File: config.mk
export PLATFORM = sky130hd
export DESIGN_NAME = add_num_job_sched
export DESIGN_NICKNAME = d
export VERILOG_FILES = /design/src/rtl/add_num_job_sched.sv
export SDC_FILE = /design/constraint.sdc
export NUM_CORES = 1
export LEC_CHECK = 0
export CAP_MARGIN = 20
export CORE_AREA = 2 2 506 508
export DETAILED_ROUTE_END_ITERATION = 10
export DIE_AREA = 0 0 508 510
export HOLD_SLACK_MARGIN = 0.12
export SYNTH_ARGS = -nofsm -noshare
export SYNTH_HDL_FRONTEND = slang
export SYNTH_SLANG_ARGS = --single-unit
File: constraint.sdc
create_clock -name clk -period 5.5 [get_ports clk]
set_clock_uncertainty 0.05 [all_clocks]
set_input_delay 0.55 -clock clk [delete_from_list [all_inputs] [get_ports clk]]
set_output_delay 0.55 -clock clk [all_outputs]
set_load 0.02 [all_outputs]
File: src/rtl/add_num_job_sched.sv
// Job scheduler for the add-two-numbers AFU: queues (src,dst) jobs, reads a line on c0, writes A+B on c1.
// Optional response timeout is enabled with `define ADD_NUM_SCHED_TIMEOUT_EN.
module add_num_job_sched #(
  parameter int JOB_FIFO_DEPTH = 4,
  parameter int OP_W           = 8,
  parameter int OP_A_LSB       = 8,
  parameter int OP_B_LSB       = 16,
  parameter int RSP_TIMEOUT    = 1024
) (
  input  logic         clk,
  input  logic         reset,
  input  logic         job_valid,
  output logic         job_ready,
  input  logic [41:0]  job_src_addr,
  input  logic [41:0]  job_dst_addr,
  input  logic         c0_almfull,
  output logic         rd_req_valid,
  output logic [41:0]  rd_req_addr,
  output logic [15:0]  rd_req_mdata,
  input  logic         rd_rsp_valid,
  input  logic [15:0]  rd_rsp_mdata,
  input  logic [511:0] rd_rsp_data,
  input  logic         c1_almfull,
  output logic         wr_req_valid,
  output logic [41:0]  wr_req_addr,
  output logic [511:0] wr_req_data,
  output logic [15:0]  wr_req_mdata,
  input  logic         wr_rsp_valid,
  input  logic [15:0]  wr_rsp_mdata,
  output logic         busy,
  output logic [31:0]  done_count,
  output logic         err
);

  localparam int PW = $clog2(JOB_FIFO_DEPTH);

  typedef struct packed {
    logic [41:0] src;
    logic [41:0] dst;
  } job_t;

  typedef enum logic [2:0] {IDLE, RD_REQ, RD_WAIT, WR_REQ, WR_WAIT} state_e;

  job_t          mem_q [JOB_FIFO_DEPTH];
  logic [PW-1:0] wr_ptr_q, rd_ptr_q;
  logic [PW:0]   cnt_q, cnt_d;
  logic          full, empty, push, pop, timeout;

  state_e         state_q;
  logic [41:0]    src_q, dst_q;
  logic [OP_W-1:0] a_q, b_q;
  logic [OP_W:0]  sum;
  logic [15:0]    tag_q;
  logic           tag_vld_q;
  logic           rd_req_valid_q, wr_req_valid_q;
  logic [41:0]    rd_req_addr_q, wr_req_addr_q;
  logic [15:0]    rd_req_mdata_q, wr_req_mdata_q;
  logic [511:0]   wr_req_data_q;
  logic [31:0]    done_q;
  logic           err_q;
  logic           unused_ok;

  assign full      = (cnt_q == (PW+1)'(JOB_FIFO_DEPTH));
  assign empty     = (cnt_q == '0);
  assign push      = job_valid && !full;
  assign pop       = (state_q == IDLE) && !empty;
  assign job_ready = !full;
  assign sum       = {1'b0, a_q} + {1'b0, b_q};
  assign unused_ok = ^{rd_rsp_data, 32'(RSP_TIMEOUT)};

  always_comb begin
    cnt_d = cnt_q;
    case ({push, pop})
      2'b10:   cnt_d = cnt_q + (PW+1)'(1);
      2'b01:   cnt_d = cnt_q - (PW+1)'(1);
      default: cnt_d = cnt_q;
    endcase
  end

  always_ff @(posedge clk) begin
    if (push) mem_q[wr_ptr_q] <= {job_src_addr, job_dst_addr};
  end

  always_ff @(posedge clk) begin
    if (reset) begin
      wr_ptr_q <= '0;
      rd_ptr_q <= '0;
      cnt_q    <= '0;
    end else begin
      if (push) wr_ptr_q <= wr_ptr_q + PW'(1);
      if (pop)  rd_ptr_q <= rd_ptr_q + PW'(1);
      cnt_q <= cnt_d;
    end
  end

`ifdef ADD_NUM_SCHED_TIMEOUT_EN
  logic [15:0] wait_cnt_q;
  logic        in_wait;
  assign in_wait = (state_q == RD_WAIT) || (state_q == WR_WAIT);
  // Restarts on every entry to a wait state since the request states clear it.
  always_ff @(posedge clk) begin
    if (reset || !in_wait) wait_cnt_q <= '0;
    else                   wait_cnt_q <= wait_cnt_q + 16'd1;
  end
  assign timeout = in_wait && (wait_cnt_q == 16'(RSP_TIMEOUT - 1));
`else
  assign timeout = 1'b0;
`endif

  always_ff @(posedge clk) begin
    if (reset) begin
      state_q        <= IDLE;
      src_q          <= '0;
      dst_q          <= '0;
      a_q            <= '0;
      b_q            <= '0;
      tag_q          <= '0;
      tag_vld_q      <= 1'b0;
      rd_req_valid_q <= 1'b0;
      rd_req_addr_q  <= '0;
      rd_req_mdata_q <= '0;
      wr_req_valid_q <= 1'b0;
      wr_req_addr_q  <= '0;
      wr_req_data_q  <= '0;
      wr_req_mdata_q <= '0;
      done_q         <= '0;
      err_q          <= 1'b0;
    end else begin
      rd_req_valid_q <= 1'b0;
      wr_req_valid_q <= 1'b0;
      // Stray responses only count once a job has established a live tag since reset.
      if (tag_vld_q && rd_rsp_valid && state_q != RD_WAIT) err_q <= 1'b1;
      if (tag_vld_q && wr_rsp_valid && state_q != WR_WAIT) err_q <= 1'b1;
      case (state_q)
        IDLE: if (pop) begin
          src_q     <= mem_q[rd_ptr_q].src;
          dst_q     <= mem_q[rd_ptr_q].dst;
          tag_vld_q <= 1'b1;
          state_q   <= RD_REQ;
        end
        RD_REQ: if (!c0_almfull) begin
          rd_req_valid_q <= 1'b1;
          rd_req_addr_q  <= src_q;
          rd_req_mdata_q <= tag_q;
          state_q        <= RD_WAIT;
        end
        RD_WAIT: begin
          if (rd_rsp_valid && rd_rsp_mdata == tag_q) begin
            a_q     <= rd_rsp_data[OP_A_LSB +: OP_W];
            b_q     <= rd_rsp_data[OP_B_LSB +: OP_W];
            state_q <= WR_REQ;
          end else begin
            if (rd_rsp_valid) err_q <= 1'b1;
            if (timeout) begin
              err_q   <= 1'b1;
              tag_q   <= tag_q + 16'd1;
              state_q <= IDLE;
            end
          end
        end
        WR_REQ: if (!c1_almfull) begin
          wr_req_valid_q <= 1'b1;
          wr_req_addr_q  <= dst_q;
          wr_req_data_q  <= {{(512-OP_W-1){1'b0}}, sum};
          wr_req_mdata_q <= tag_q;
          state_q        <= WR_WAIT;
        end
        WR_WAIT: begin
          if (wr_rsp_valid && wr_rsp_mdata == tag_q) begin
            done_q  <= done_q + 32'd1;
            tag_q   <= tag_q + 16'd1;
            state_q <= IDLE;
          end else begin
            if (wr_rsp_valid) err_q <= 1'b1;
            if (timeout) begin
              err_q   <= 1'b1;
              tag_q   <= tag_q + 16'd1;
              state_q <= IDLE;
            end
          end
        end
        default: state_q <= IDLE;
      endcase
    end
  end

  assign rd_req_valid = rd_req_valid_q;
  assign rd_req_addr  = rd_req_addr_q;
  assign rd_req_mdata = rd_req_mdata_q;
  assign wr_req_valid = wr_req_valid_q;
  assign wr_req_addr  = wr_req_addr_q;
  assign wr_req_data  = wr_req_data_q;
  assign wr_req_mdata = wr_req_mdata_q;
  assign busy         = (state_q != IDLE) || !empty;
  assign done_count   = done_q;
  assign err          = err_q;

endmodule
======== Word-level counts from Yosys, hierarchy flattened ========
Memory sizes are Yosys's and may differ from the RTL's. A register that Yosys moved wholly into a read port is not among the register bits.
Index checks and enable logic that the tools add are counted.
Widths: inputs -> output; s select.
operators by class
  add/subtract/negate cells ............... 7
  $mul .................................... 0
  divide/modulo/power cells ............... 0
  magnitude comparators ................... 0
  equal/unequal tests ..................... 16
  shifts and indexed selects .............. 0
  multiplexer cells ....................... 18
  bitwise operators ....................... 4
  reduce and logical (&&, ||, !) cells .... 23
operators by type and width
  cell                   count
  $add 32x1->32 const B  1
  $eq 16x16->1           2
  $add 16x1->16 const B  1
  $mux 3                 5
  $pmux 3 s5             1
  $mux 1                 10
  $ne 2x2->1 const B     5
  $reduce_and 2->1       5
  $add 8x8->9            1
  $logic_and 1x1->1      8
  $eq 3x2->1 const B     2
  $eq 3x3->1 const B     2
  $logic_not 3->1        2
  $pmux 3 s2             1
  $reduce_and 5->1       1
  $add 2x1->2 const B    2
  $not 1->1              4
  $reduce_or 2->1        2
  $add 3x1->3 const B    1
  $eq 3x1->1 const B     1
  $ne 3x2->1 const B     1
  $ne 3x3->1 const B     1
  $reduce_bool 3->1      1
  $sub 3x1->3 const B    1
  6 further kinds        7
storage, ports and cells
  register bits ........................... 203
  bits in latches ......................... 0
  RAM bits ................................ 336
  bits in read-only memories .............. 0
  input bits .............................. 635
  output and inout port bits .............. 665
  logic and storage cells ................. 86
  memories ................................ 1
memory list
  name   words  bits a word  rd ports  clocked after Yosys merged registers in  write ports  RTL line  source
  mem_q  4      84           1         1                                        1            44        job_t mem_q [JOB_FIFO_DEPTH];

======== Depth between registers and ports, before layout ========
  word-level depth ........................ 7
  mapped depth ............................ 11

======== Worst setup path after synthesis ========
No wires, ideal clock.
  kind .................................... reg-to-reg
  start ................................... register cnt_q[0]
  end ..................................... memory mem_q[1][0] in the netlist's numbering, enable pin
  setup time .............................. 452 ps
  arrival time ............................ 2717 ps
  data required time ...................... 4998 ps
  path slack .............................. 2281 ps
  stages on the path, launching flop included .. 4
  buffers on the path ..................... 0
  period minus slack after synthesis ...... 3219 ps
  cells stage by stage .................... dfxtp_1 inv_1 nand3_1 and3_1
between the ends
  longest elaborated chain between the ends .. 5
ends and longest elaborated chain
  item                          RTL line  source
  start, declared               46        logic [PW:0] cnt_q, cnt_d;
  start signal, assigned        92        cnt_q <= cnt_d;
  $eq 3x3->1                    63        assign full = (cnt_q == (PW+1)'(JOB_FIFO_DEPTH));
  $logic_not 1->1               n/a
  via job_ready                 13        output logic job_ready,
  $logic_and 1x1->1             65        assign push = job_valid && !full;
  $mux 1                        81        if (push) mem_q[wr_ptr_q] <= {job_src_addr, job_dst_addr};
  $mux 1 (not written as such)  81
  end, declared                 44
The timed path passes the listed nets, and every way through them passes these cells.

======== Worst setup path after layout ========
  start ................................... register tag_q[11]
  end ..................................... register done_q[31] (netlist: done_count[31])
between the ends
  longest elaborated chain between the ends .. 3
ends and longest elaborated chain
  item                        RTL line  source
  start, declared             53        logic [15:0] tag_q;
  start signal, assigned      156       tag_q <= tag_q + 16'd1;
  start signal, assigned      171       tag_q <= tag_q + 16'd1;
  start signal, assigned      177       tag_q <= tag_q + 16'd1;
  $eq 16x16->1                169       if (wr_rsp_valid && wr_rsp_mdata == tag_q) begin
  $logic_and 1x1->1           169
  $reduce_and 2->1 (no line)  n/a
  end signal, assigned        170       done_q <= done_q + 32'd1;
  end, declared               59        logic [31:0] done_q;
Every way passes these cells.
A chain may end at the register's enable or synchronous reset.

==> impl_metrics.tcl <==
set metrics [dict create \
    cellInternalPower_mw 9.510 \
    critical_path.max_fanout 66 \
    worstPathRequired_ns 5.98 \
    synthCells 2410 \
    synth_cell_type_count 47 \
    layout.cells.most_common_list "503 x conb_1, 434 x nand2_1, 336 x edfxtp_1, 299 x clkdlybuf4s50_1, 285 x dfxtp_1" \
    worstSkewPairLatency_ns 0.70 \
    vias 17390 \
    fin_crit_sh_pct 67.47 \
    grt_start_max_net_pins 107 \
    first_global_vias 16380 \
    static-leakage-power_nw 11.64 \
    htree_levels 3 \
    share_seq_of_total_power_pct 41.8 \
    final_common_cell "conb_1" \
    clk_transition_reported_paths_ns 0.06 \
    top_level_ports 1300 \
    critical-path-top-delay-family "simple AND/OR/NAND/NOR gates" \
    worst-endpoint-arrival_ns 4.19 \
    detailedRoute.firstIterationViolations 945 \
    clockRootBuffer "clkbuf_16" \
    cts_setup_buffers 0 \
    power_per_cell_area_mw_per_mm2 391.6 \
    route.final.wire_length_um 93690 \
    max_stage_delay_ns 1.00 \
    firstDrtPassIters 5 \
    cts-buffers-inserted 75 \
    status "finished, final reports clean" \
    final_area_sq_mm 0.03538 \
    async_flop_share_pct 0 \
    vias_per_cell 2.836 \
    tritoncts "done" \
    max-cap-violations 0 \
    sort_of_element_at_the_start_of_the_critical_path "register" \
    detail-route-antenna-nets 0 \
    synthesis_stage_register_bit_count 623 \
    final-hold-violation-count 0 \
    cp-end-kind "register" \
    clock_sink_count 623 \
    layout-drive-gt1-share_pct 10.44 \
    area_delta_synth_final_pct 28.71 \
    fp-row-count 185 \
    grt_pass1_wl_um 126200 \
    tightest_slew_ns 1.034 \
    core_area_sq_mm 0.2535 \
    die_area_sq_mm 0.2591 \
    post-route-util_pct 13.96 \
    max_freq_ghz 0.2695 \
    timing.slew.headroom_pct 30.95 \
    fp.dieH_um 510 \
    synth-main-ff-cell "edfxtp_1" \
    slowest_stage "dfxtp_1" \
    worstHoldPathType "in2reg" \
    ir_drop_uv 300.4 \
    setup_violations 0 \
    start_util_pct 10.85 \
    number_of_inserted_filler_cells_in_the_final_layout 28290 \
    yosysSeqAreaShare_pct 57.60 \
    synth_edf_count 336 \
    slew_viol_final 0 \
    cts.repair.resized 0 \
    switchingPower_mw 4.348 \
    power.share.switching_pct 31.38 \
    synthesis.yosys.warnings 0 \
    setup_tns_ns 0 \
    grt_util_all_layers_pct 6.943 \
    gp_congestion 0.7735 \
    port_buffers 300 \
    grt_remaining_overflow 0 \
    dp_hpwl_um 68470 \
    power_frac_comb_pct 20.1 \
    power_mw 13.86 \
    pwr-share-clk_pct 38.1 \
    initial_antenna_violation_count 37 \
    syn_area_per_cell_sq_um 11.41 \
    cell_with_the_most_instances_on_the_worst_path "nor4_1" \
    drc_errors 0 \
    max-clock-path-buffers 3 \
    setup_repair_after_global_routing_missed_its_margin "false" \
    die_x_um 508 \
    netlist_area_sq_mm 0.02749 \
    tmin_final_ns 3.711 \
    crit_path_class "reg2reg" \
    crit_path_cell_trace "xor2_1 -> nor4_1 -> nand4_1 -> buf_12 -> nor4_1 -> mux2_2" \
    drt-wirelength-per-cell_um 15.28 \
    cts_hold_buf 0 \
    cp.buffers_inverters 1 \
    cell_area_after_placement_sq_mm 0.03270 \
    layout.nets 3340 \
]
## metal layers
| metal | track usage, % | wire length, um |
|---|---|---|
| met4 | 4.473 | 5872 |
| met3 | 2.309 | 6818 |
| met1 | 6.709 | 31740 |
| met2 | 12.62 | 49050 |
| met5 | 0 | 205 |
## worst paths after layout
path | cells past startpoint | from | endpoint | slack, ns
worst min-delay path | 2 | reset | done_count[13] | 0.27
worst max-delay path | 6 | tag_q[11] | done_count[31] | 1.79
worst max register to register | 6 | tag_q[11] | done_count[31] | 1.79
worst min register to register | 2 | src_q[0] | rd_req_addr[0] | 0.40
## through the flow
step           cells  setup slack, ns  hold slack [ns]
2_1_floorplan   2912            2.281           0.3821
4_1_cts         6114            1.840           0.2101
3_5_place_dp    5977            1.651           0.3950
6_report        6131            1.789           0.2678
3_3_place_gp    5977            1.678           0.3984
5_1_grt         6125            1.799           0.2450
## logic make-up after synthesis
logic type | share of synthesized area (%)
adder cells (fa/ha/maj) | 0.8284
multiplexers | 7.983
AND/OR/NAND/NOR | 10.39
AO/OA/AOI/OAI | 5.981
XOR/XNOR | 1.274
buffers and inverters | 15.93
other | 0.01364
flip-flops | 57.60
## cell usage after synthesis, types with 2 or more instances
library cell  instances  area, sq um
buf_4               503         3776
nand2_1             434         1629
edfxtp_1            336        10090
dfxtp_1             287         5746
a21oi_1             248         1241
clkbuf_1            105        394.1
mux4_2               84         1892
nor2_1               46        172.7
nand3_1              42        210.2
xor2_1               35        306.5
o21ai_0              30        150.1
mux2_2               26        292.8
buf_2                25        125.1
nor2b_1              24        150.1
nor3_1               24        120.1
or4_1                16        120.1
ha_1                 15        187.7
inv_1                15        56.30
o31ai_1              15        112.6
nor4_1               14        87.58
and3_1               10        62.56
nand4_1              10        62.56
and2_1                6        37.54
buf_1                 6        22.52
or3_1                 6        37.54
a21o_1                5        37.54
and4_1                5        43.79
xnor2_1               5        43.79
a211oi_1              4        30.03
nor3b_1               4        30.03
a31oi_1               3        18.77
nand3b_1              3        22.52
or2_2                 3        18.77
fa_1                  2        40.04
nor4b_1               2        17.52
## worst register-to-register path, stage by stage, from the launching register on
cell	delay, ns
dfxtp_1	1.00
xor2_1	0.16
nor4_1	0.40
nand4_1	0.22
buf_12	0.22
nor4_1	1.10
mux2_2	0.41
## registers in the layout (all words and copies together) (netlist names), 2 cells and up
| name | flops |
|---|---|
| dst_q | 42 |
| rd_req_addr | 42 |
| wr_ptr_q | 2 |
| a_q | 8 |
| wr_req_data | 9 |
| cnt_q | 3 |
| wr_req_addr | 42 |
| rd_ptr_q | 2 |
| rd_req_mdata | 16 |
| tag_q | 16 |
| wr_req_mdata | 16 |
| src_q | 42 |
| done_count | 32 |
| state_q | 3 |
| mem_q | 336 |
| b_q | 8 |
## final cells by class
| cell class | count | area, sq um | area share [%] |
|---|---|---|---|
| diodes | 17 | 42.54 | 0.1202 |
| clock buffers | 95 | 2063 | 5.831 |
| clock inverters | 42 | 575.6 | 1.627 |
| inverters | 16 | 62.56 | 0.1768 |
| multi-input cells | 1634 | 9204 | 26.01 |
| flip-flops and latches | 623 | 15840 | 44.78 |
| well taps | 3366 | 4212 | 11.90 |
| repair buffers | 338 | 3381 | 9.555 |
## power groups by stage
stage	clock (mW)	sequential, mW	combinational, mW
final	5.28	5.79	2.78
after floorplan	0	5.79	2.17
after detailed placement	0	5.90	2.93
after CTS	5.50	5.80	2.93
after global placement	0	5.87	2.92
after global routing	5.64	5.86	3.11
Power figures use the tool's default switching activity.
